[src/rtl/syn_fifo_wr_arb.sv]
// Round-robin arbiter sharing one syn_fifo write port among NREQ producers, bounded bursts.
// Optional macro SYN_FIFO_WR_ARB_PRIO0_EN: port 0 wins every IDLE arbitration it requests.
module syn_fifo_wr_arb #(
  parameter int NREQ  = 4,
  parameter int DSIZE = 8,
  parameter int BURST = 4,
  parameter int GW    = (NREQ > 1) ? $clog2(NREQ) : 1
) (
  input  logic                   I_clk,
  input  logic                   I_rst_n,
  input  logic [NREQ-1:0]        I_req,
  input  logic [NREQ*DSIZE-1:0]  I_data,
  output logic [NREQ-1:0]        O_ack,
  output logic                   O_winc,
  output logic [DSIZE-1:0]       O_wdata,
  input  logic                   I_wfull,
  output logic                   O_busy,
  output logic [GW-1:0]          O_gnt_id
);

  typedef enum logic {S_IDLE, S_BURST} state_t;

  state_t              r_state, w_state_nxt;
  logic [GW-1:0]       r_gnt, r_last, w_sel;
  logic [7:0]          r_beats;
  logic [2*NREQ-1:0]   w_rot;
  logic [31:0]         w_off, w_port;
  logic                w_req_gnt, w_winc, w_end, w_busy;
  logic [DSIZE-1:0]    w_data_gnt;

  // Rotate requests so bit 0 is port last+1; the lowest set bit is the round-robin winner.
  always_comb begin
    w_rot  = {I_req, I_req} >> (32'(r_last) + 32'd1);
    w_off  = '0;
    for (int unsigned j = NREQ; j > 0; j--) begin
      if (w_rot[j-1]) w_off = 32'(j - 1);
    end
    w_port = 32'(r_last) + 32'd1 + w_off;
    if (w_port >= 32'(NREQ)) w_port = w_port - 32'(NREQ);
    w_sel  = GW'(w_port);
`ifdef SYN_FIFO_WR_ARB_PRIO0_EN
    if (I_req[0]) w_sel = '0;
`endif
  end

  always_comb begin
    w_req_gnt  = 1'b0;
    w_data_gnt = '0;
    for (int unsigned k = 0; k < NREQ; k++) begin
      if (r_gnt == GW'(k)) begin
        w_req_gnt  = I_req[k];
        w_data_gnt = I_data[k*DSIZE +: DSIZE];
      end
    end
  end

  always_comb begin
    w_busy      = (r_state == S_BURST);
    w_winc      = w_busy & w_req_gnt & ~I_wfull;
    // A stall (full) never ends a burst; only a counted last beat or an idle requester does.
    w_end       = w_busy & ((w_winc & (r_beats == 8'(BURST - 1))) | (~w_req_gnt & ~I_wfull));
    w_state_nxt = r_state;
    case (r_state)
      S_IDLE:  if (|I_req) w_state_nxt = S_BURST;
      S_BURST: if (w_end)  w_state_nxt = S_IDLE;
      default: w_state_nxt = S_IDLE;
    endcase
    O_winc = w_winc;
    for (int unsigned k = 0; k < NREQ; k++) begin
      O_ack[k] = w_winc & (r_gnt == GW'(k));
    end
    O_wdata  = w_busy ? w_data_gnt : '0;
    O_busy   = w_busy;
    O_gnt_id = r_gnt;
  end

  always_ff @(posedge I_clk) begin
    if (!I_rst_n) begin
      r_state <= S_IDLE;
      r_gnt   <= '0;
      r_last  <= GW'(NREQ - 1);
      r_beats <= '0;
    end else begin
      r_state <= w_state_nxt;
      if (r_state == S_IDLE && |I_req) begin
        r_gnt   <= w_sel;
        r_beats <= '0;
      end else if (w_winc) begin
        r_beats <= r_beats + 8'd1;
      end
      if (w_end) r_last <= r_gnt;
    end
  end

endmodule

[config.mk]
export PLATFORM = sky130hd
export DESIGN_NAME = syn_fifo_wr_arb
export DESIGN_NICKNAME = d
export VERILOG_FILES = /design/src/rtl/syn_fifo_wr_arb.sv
export SDC_FILE = /design/constraint.sdc
export NUM_CORES = 1
export LEC_CHECK = 0
export BUFFER_PORTS_ARGS = -buffer_cell sky130_fd_sc_hd__buf_2
export CAP_MARGIN = 5
export CORE_ASPECT_RATIO = 0.7
export CORE_MARGIN = 2
export CORE_UTILIZATION = 50
export CTS_BUF_LIST = sky130_fd_sc_hd__clkbuf_8
export CTS_CLUSTER_DIAMETER = 30
export DETAILED_ROUTE_END_ITERATION = 8
export PLACE_DENSITY_LB_ADDON = 0.08
export SLEW_MARGIN = 40
export SYNTH_ARGS = -nofsm -noshare
export SYNTH_HDL_FRONTEND = slang
export SYNTH_SLANG_ARGS = --single-unit
[constraint.sdc]
create_clock -name I_clk -period 3.7 [get_ports I_clk]
set_clock_uncertainty 0.15 [all_clocks]
set_input_delay 0.37 -clock I_clk [delete_from_list [all_inputs] [get_ports I_clk]]
set_output_delay 0.37 -clock I_clk [all_outputs]
set_load 0.005 [all_outputs]
Word-level counts from Yosys, hierarchy flattened
Cells that the tools add are included.

Bits of input ports: 39. Output and inout port bits: 16. Logic and storage cells: 49. Register bits after elaboration: 13.

Order comparisons: 1. Shift operators: 1. Add/subtract/negate cells: 4. Eq/ne operators: 4. Reductions and logical operators: 4. Bitwise logic cells: 14. Multiplexer cells: 17.

Operators with widths (number): two-way mux 32 bit (2); two-way mux 8 bit (5); adder 3 x 32 -> 32 bit (1); greater-or-equal comparator 32 x 3 -> 1 bit (second input constant) (1); right shift 8 x 32 -> 4 bit (1); bitwise AND 1 bit (9); adder 8 x 1 -> 8 bit (second input constant) (1); == test 8 x 2 -> 1 bit (second input constant) (1); two-way mux 1 bit (6); two-way mux 2 bit (3); == test 2 bit (second input constant) (2); NOT 1 bit (4); OR reduction 4 bit (1); adder 2 x 1 -> 3 bit (second input constant) (1); == test 2 x 1 -> 1 bit (second input constant) (1); logical NOT 2 bit (1); case mux 1 bit (2 select lines) (1); OR reduction 2 bit (1); subtractor 2 x 1 -> 2 bit (second input constant) (1); logical AND 1 bit (1); bitwise OR 1 bit (1).

Depth between registers and ports, before layout
Word-level depth: 12. Mapped depth: 8. Mapped depth without buffers: 7.

Worst setup path before layout
OpenSTA, ideal clock, no wires.

Path type: register -> output. Start point: register r_gnt[0], in the netlist O_gnt_id[0]. End point: output port O_wdata[3]. Required time: 3180 ps. Slack: 1802 ps. Path buffers: 2. Cell stages (with the launch flop): 5. Arrival: 1378 ps. Cells stage by stage: dfxtp_1 buf_4 buf_2 mux4_2 and2_1.

Longest elaborated chain between the ends: 6. Elaborated cells between the ends (all ways): 9. Classes of those cells: 3 x eq/ne; 5 x mux; 1 x reduce/logical.

RTL lines: start: declaration (RTL line 24) `logic [GW-1:0] r_gnt, r_last, w_sel;`; start signal: assignment (RTL line 86) `r_gnt <= w_sel;`; logical NOT 2 bit (RTL line 50) `if (r_gnt == GW'(k)) begin`; two-way mux 8 bit (3 in series) (RTL line 50); two-way mux 8 bit * (RTL line 50); two-way mux 8 bit * (RTL line 72) `O_wdata = w_busy ? w_data_gnt : '0;`; end: declaration (RTL line 15) `output logic [DSIZE-1:0] O_wdata,`.

Mark *: on every way between the ends. The rest lies on a longest branch, timed or not.

Final worst setup path
Start point: register r_state, in the netlist O_busy. End point: output port O_ack[2].

Longest elaborated chain between the ends: 3.

RTL lines: start: declaration (RTL line 23) `state_t r_state, w_state_nxt;`; start signal: assignment (RTL line 84) `r_state <= w_state_nxt;`; bitwise AND 1 bit (2 in series) (RTL line 59) `w_winc = w_busy & w_req_gnt & ~I_wfull;`; bitwise AND 1 bit (RTL line 70) `O_ack[k] = w_winc & (r_gnt == GW'(k));`; end: declaration (RTL line 13) `output logic [NREQ-1:0] O_ack,`.

Every way passes these cells.

==> flow_metrics.env <==
export IMPL_drtIter0Drc=29
export IMPL_r2r_slack_ns=1.61
export IMPL_r2r_end="r_beats[7]"
export IMPL_whs_endpoint="O_gnt_id[1]"
export IMPL_gp_congestion=0.803
export IMPL_grt_total_usage_pct=21.7
export IMPL_final_layout_size_suffix_gt1_share_pct=40.9
export IMPL_r2r_cells=4
export IMPL_routed_via_density=5.76
export IMPL_timing_rr_start="O_busy"
export IMPL_fin_tns_setup_ns=0
export IMPL_antenna_found_initial=0
export IMPL_max_stage_delay_ns=0.60
export IMPL_area_growth_pct=28.0
export IMPL_netlist_instances=123
export IMPL_crit_family="simple AND/OR/NAND/NOR gates"
export IMPL_fin_crit_ns=2.46
export IMPL_cp_required_ns=3.18
export IMPL_dieArea_um2=2560
export IMPL_setup_worst_path_end_class="output pin"
export IMPL_postCtsHoldBufs=0
export IMPL_row_count=14
export IMPL_synthFlopType="dfxtp_1"
export IMPL_status="finished clean"
export IMPL_clockRootBuffer="clkbuf_8"
export IMPL_tightestPinTransition_ns=0.647
export IMPL_numClockSinks=13
export IMPL_fin_util_pct=65.8
export IMPL_cp_startpoint="O_busy"
export IMPL_timing_final_hold_violations=0
export IMPL_hp_class="primary input to register"
export IMPL_startpoint_type="register"
export IMPL_path_class="register to output pin"
export IMPL_post_cts_setup_buffers=0
export IMPL_die_w_um=59.6
export IMPL_maxSlewHeadroom_pct=56.8
export IMPL_critPathSlowestCell="nor2b_1"
export IMPL_critPathArrivalTime_ns=1.94
export IMPL_cap_viol_max_count=0
export IMPL_antenna_diode_count=0
export IMPL_grt_max_degree=17
export IMPL_clkTransAtPathRegs_ns=0.06
export IMPL_finalSetupViolations=0
export IMPL_io_pins=55
export IMPL_synth_cell_types=38
export IMPL_numCtsBuffers=3
export IMPL_nets=213
export IMPL_wl_mm=2.64
export IMPL_rsz0062_at_grt="false"
export IMPL_drc=0
export IMPL_instances_no_fill=195
export IMPL_dr_pass1_iters=4
export IMPL_post_cts_resized=0
export IMPL_cts_buffer_depth=2
export IMPL_max_freq_mhz=407
export IMPL_grt_pass1_wl_mm=4.29
export IMPL_htreeDepth=1
export IMPL_hold_start="I_rst_n"
export IMPL_leakage_nw=0.636
export IMPL_io_buffers=54
export IMPL_avgSynthCellArea_um2=8.79
export IMPL_crit_chain="nor2b_1 -> nand2_2 -> nor3b_1 -> buf_2"
export IMPL_syn_area_um2=1080
export IMPL_syn_num_nets=164
export IMPL_cp_max_fo=14
export IMPL_period_share_pct=66.4
export IMPL_dp_cells=191
export IMPL_grt_overflow=0
export IMPL_vdd_drop_max_uv=281
export IMPL_async_reset_ff_share_pct=0
export IMPL_yosysWarnings=0
export IMPL_cellPowerDensity_nw_per_um2=300
export IMPL_grt_pass1_vias=1046
export IMPL_drv_slew=0
export IMPL_dp_hpwl_mm=2.12
export IMPL_yosys_register_bits=13
export IMPL_coreArea_um2=2100
export IMPL_vias=1123
export IMPL_cts_tree="yes"
export IMPL_insertion_delay_ns=0.24
export IMPL_crit_buf_inv=1
export IMPL_final_antenna_net_count=0
export IMPL_synth_edf_count=0
export IMPL_wl_per_cell_um=13.5
export IMPL_fill_cells=197
export IMPL_die_h_um=42.9
export IMPL_seq_area_frac_synth_pct=24.1
export IMPL_min_path_cells=3
export IMPL_initial_core_util_pct=51.4
==> area by class of cell <==
| cell class | instances | area, um2 | share of cell area, % |
|---|---|---|---|
| clock buffer | 3 | 41.3 | 2.98 |
| clock inverter | 1 | 3.75 | 0.271 |
| tap | 24 | 30.0 | 2.17 |
| timing repair buffer | 55 | 278 | 20.1 |
| inverter | 6 | 22.5 | 1.63 |
| multi-input combinational | 93 | 748 | 54.1 |
| sequential | 13 | 260 | 18.8 |
==> cell families (layout without fill, tap and decap cells) <==
group	after synthesis	count (layout)	share of synthesized area [%]
adder cells (fa/ha/maj)	2	2	2.31
flip-flops	13	13	24.1
AO/OA/AOI/OAI	21	21	13.3
buffers and inverters	17	65	6.71
AND/OR/NAND/NOR	53	53	27.9
XOR/XNOR	5	5	4.05
multiplexers	12	12	21.6
==> cell usage in the layout (no fill, tap or decap), types with 2 or more instances in the layout <==
| master | count |
|---|---|
| o21ai_0 | 4 |
| buf_2 | 54 |
| mux2i_1 | 2 |
| a21oi_1 | 5 |
| nand4_1 | 4 |
| ha_1 | 2 |
| a211oi_1 | 4 |
| nand3_1 | 4 |
| mux4_2 | 9 |
| and2_1 | 8 |
| inv_1 | 7 |
| and3_1 | 2 |
| nor3b_1 | 2 |
| dfxtp_1 | 13 |
| nor2_1 | 18 |
| xor2_1 | 5 |
| clkbuf_8 | 3 |
| and4_1 | 3 |
| nor3_1 | 3 |
==> routing by layer <==
metal  routed length (um)  global-route usage (%)  vias to the layer above
met2                 1240                    39.1                       44
li1                     -                       -                      553
met4                    9                    7.11                        0
met3                  215                    3.96                        2
met1                 1180                    25.6                      524
met5                    0                       0                        -
==> power by group <==
group          total, mW  internal (mW)  switching [mW]
Sequential         0.161          0.146          0.0147
Clock              0.126         0.0733          0.0527
Combinational      0.129         0.0735          0.0554
==> tightest hold or removal path, cell delays in order <==
cell	delay, ns
buf_2	0.11
o21ai_0	0.06
a211oi_1	0.04
==> synthesized netlist by cell type, types with 5 or more instances <==
master    count  area share [%]
a21oi_1       5             2.3
and2_1        8             4.6
clkbuf_1      6             2.1
dfxtp_1      13              24
inv_1         6             2.1
mux4_2        9              19
nor2_1       18             6.2
xor2_1        5             4.1
==> registers in the layout, summed over array words and instances (netlist names) <==
register	flops
r_last	2
O_busy	1
O_gnt_id	2
r_beats	8
==> per-stage QoR <==
step	hold WS (ns)	setup WS (ns)	area (um2)	total power [mW]
floorplan	0.308	1.80	1080	0.248
global placement	0.337	1.58	1340	0.289
detailed placement	0.337	1.51	1340	0.293
CTS	0.247	1.23	1380	0.419
global route	0.299	1.08	1380	0.439
finish	0.245	1.24	1380	0.416
==> worst max-delay path by stage <==
stage	to	slack [ns]	cells after the start
6_report	O_ack[2]	1.24	4
5_1_grt	O_ack[2]	1.08	4
4_1_cts	O_ack[2]	1.23	4
3_5_place_dp	O_ack[2]	1.51	4
3_3_place_gp	O_ack[2]	1.58	4
2_1_floorplan	O_wdata[3]	1.80	4
Note: power is estimated with default switching activity, not from simulation.
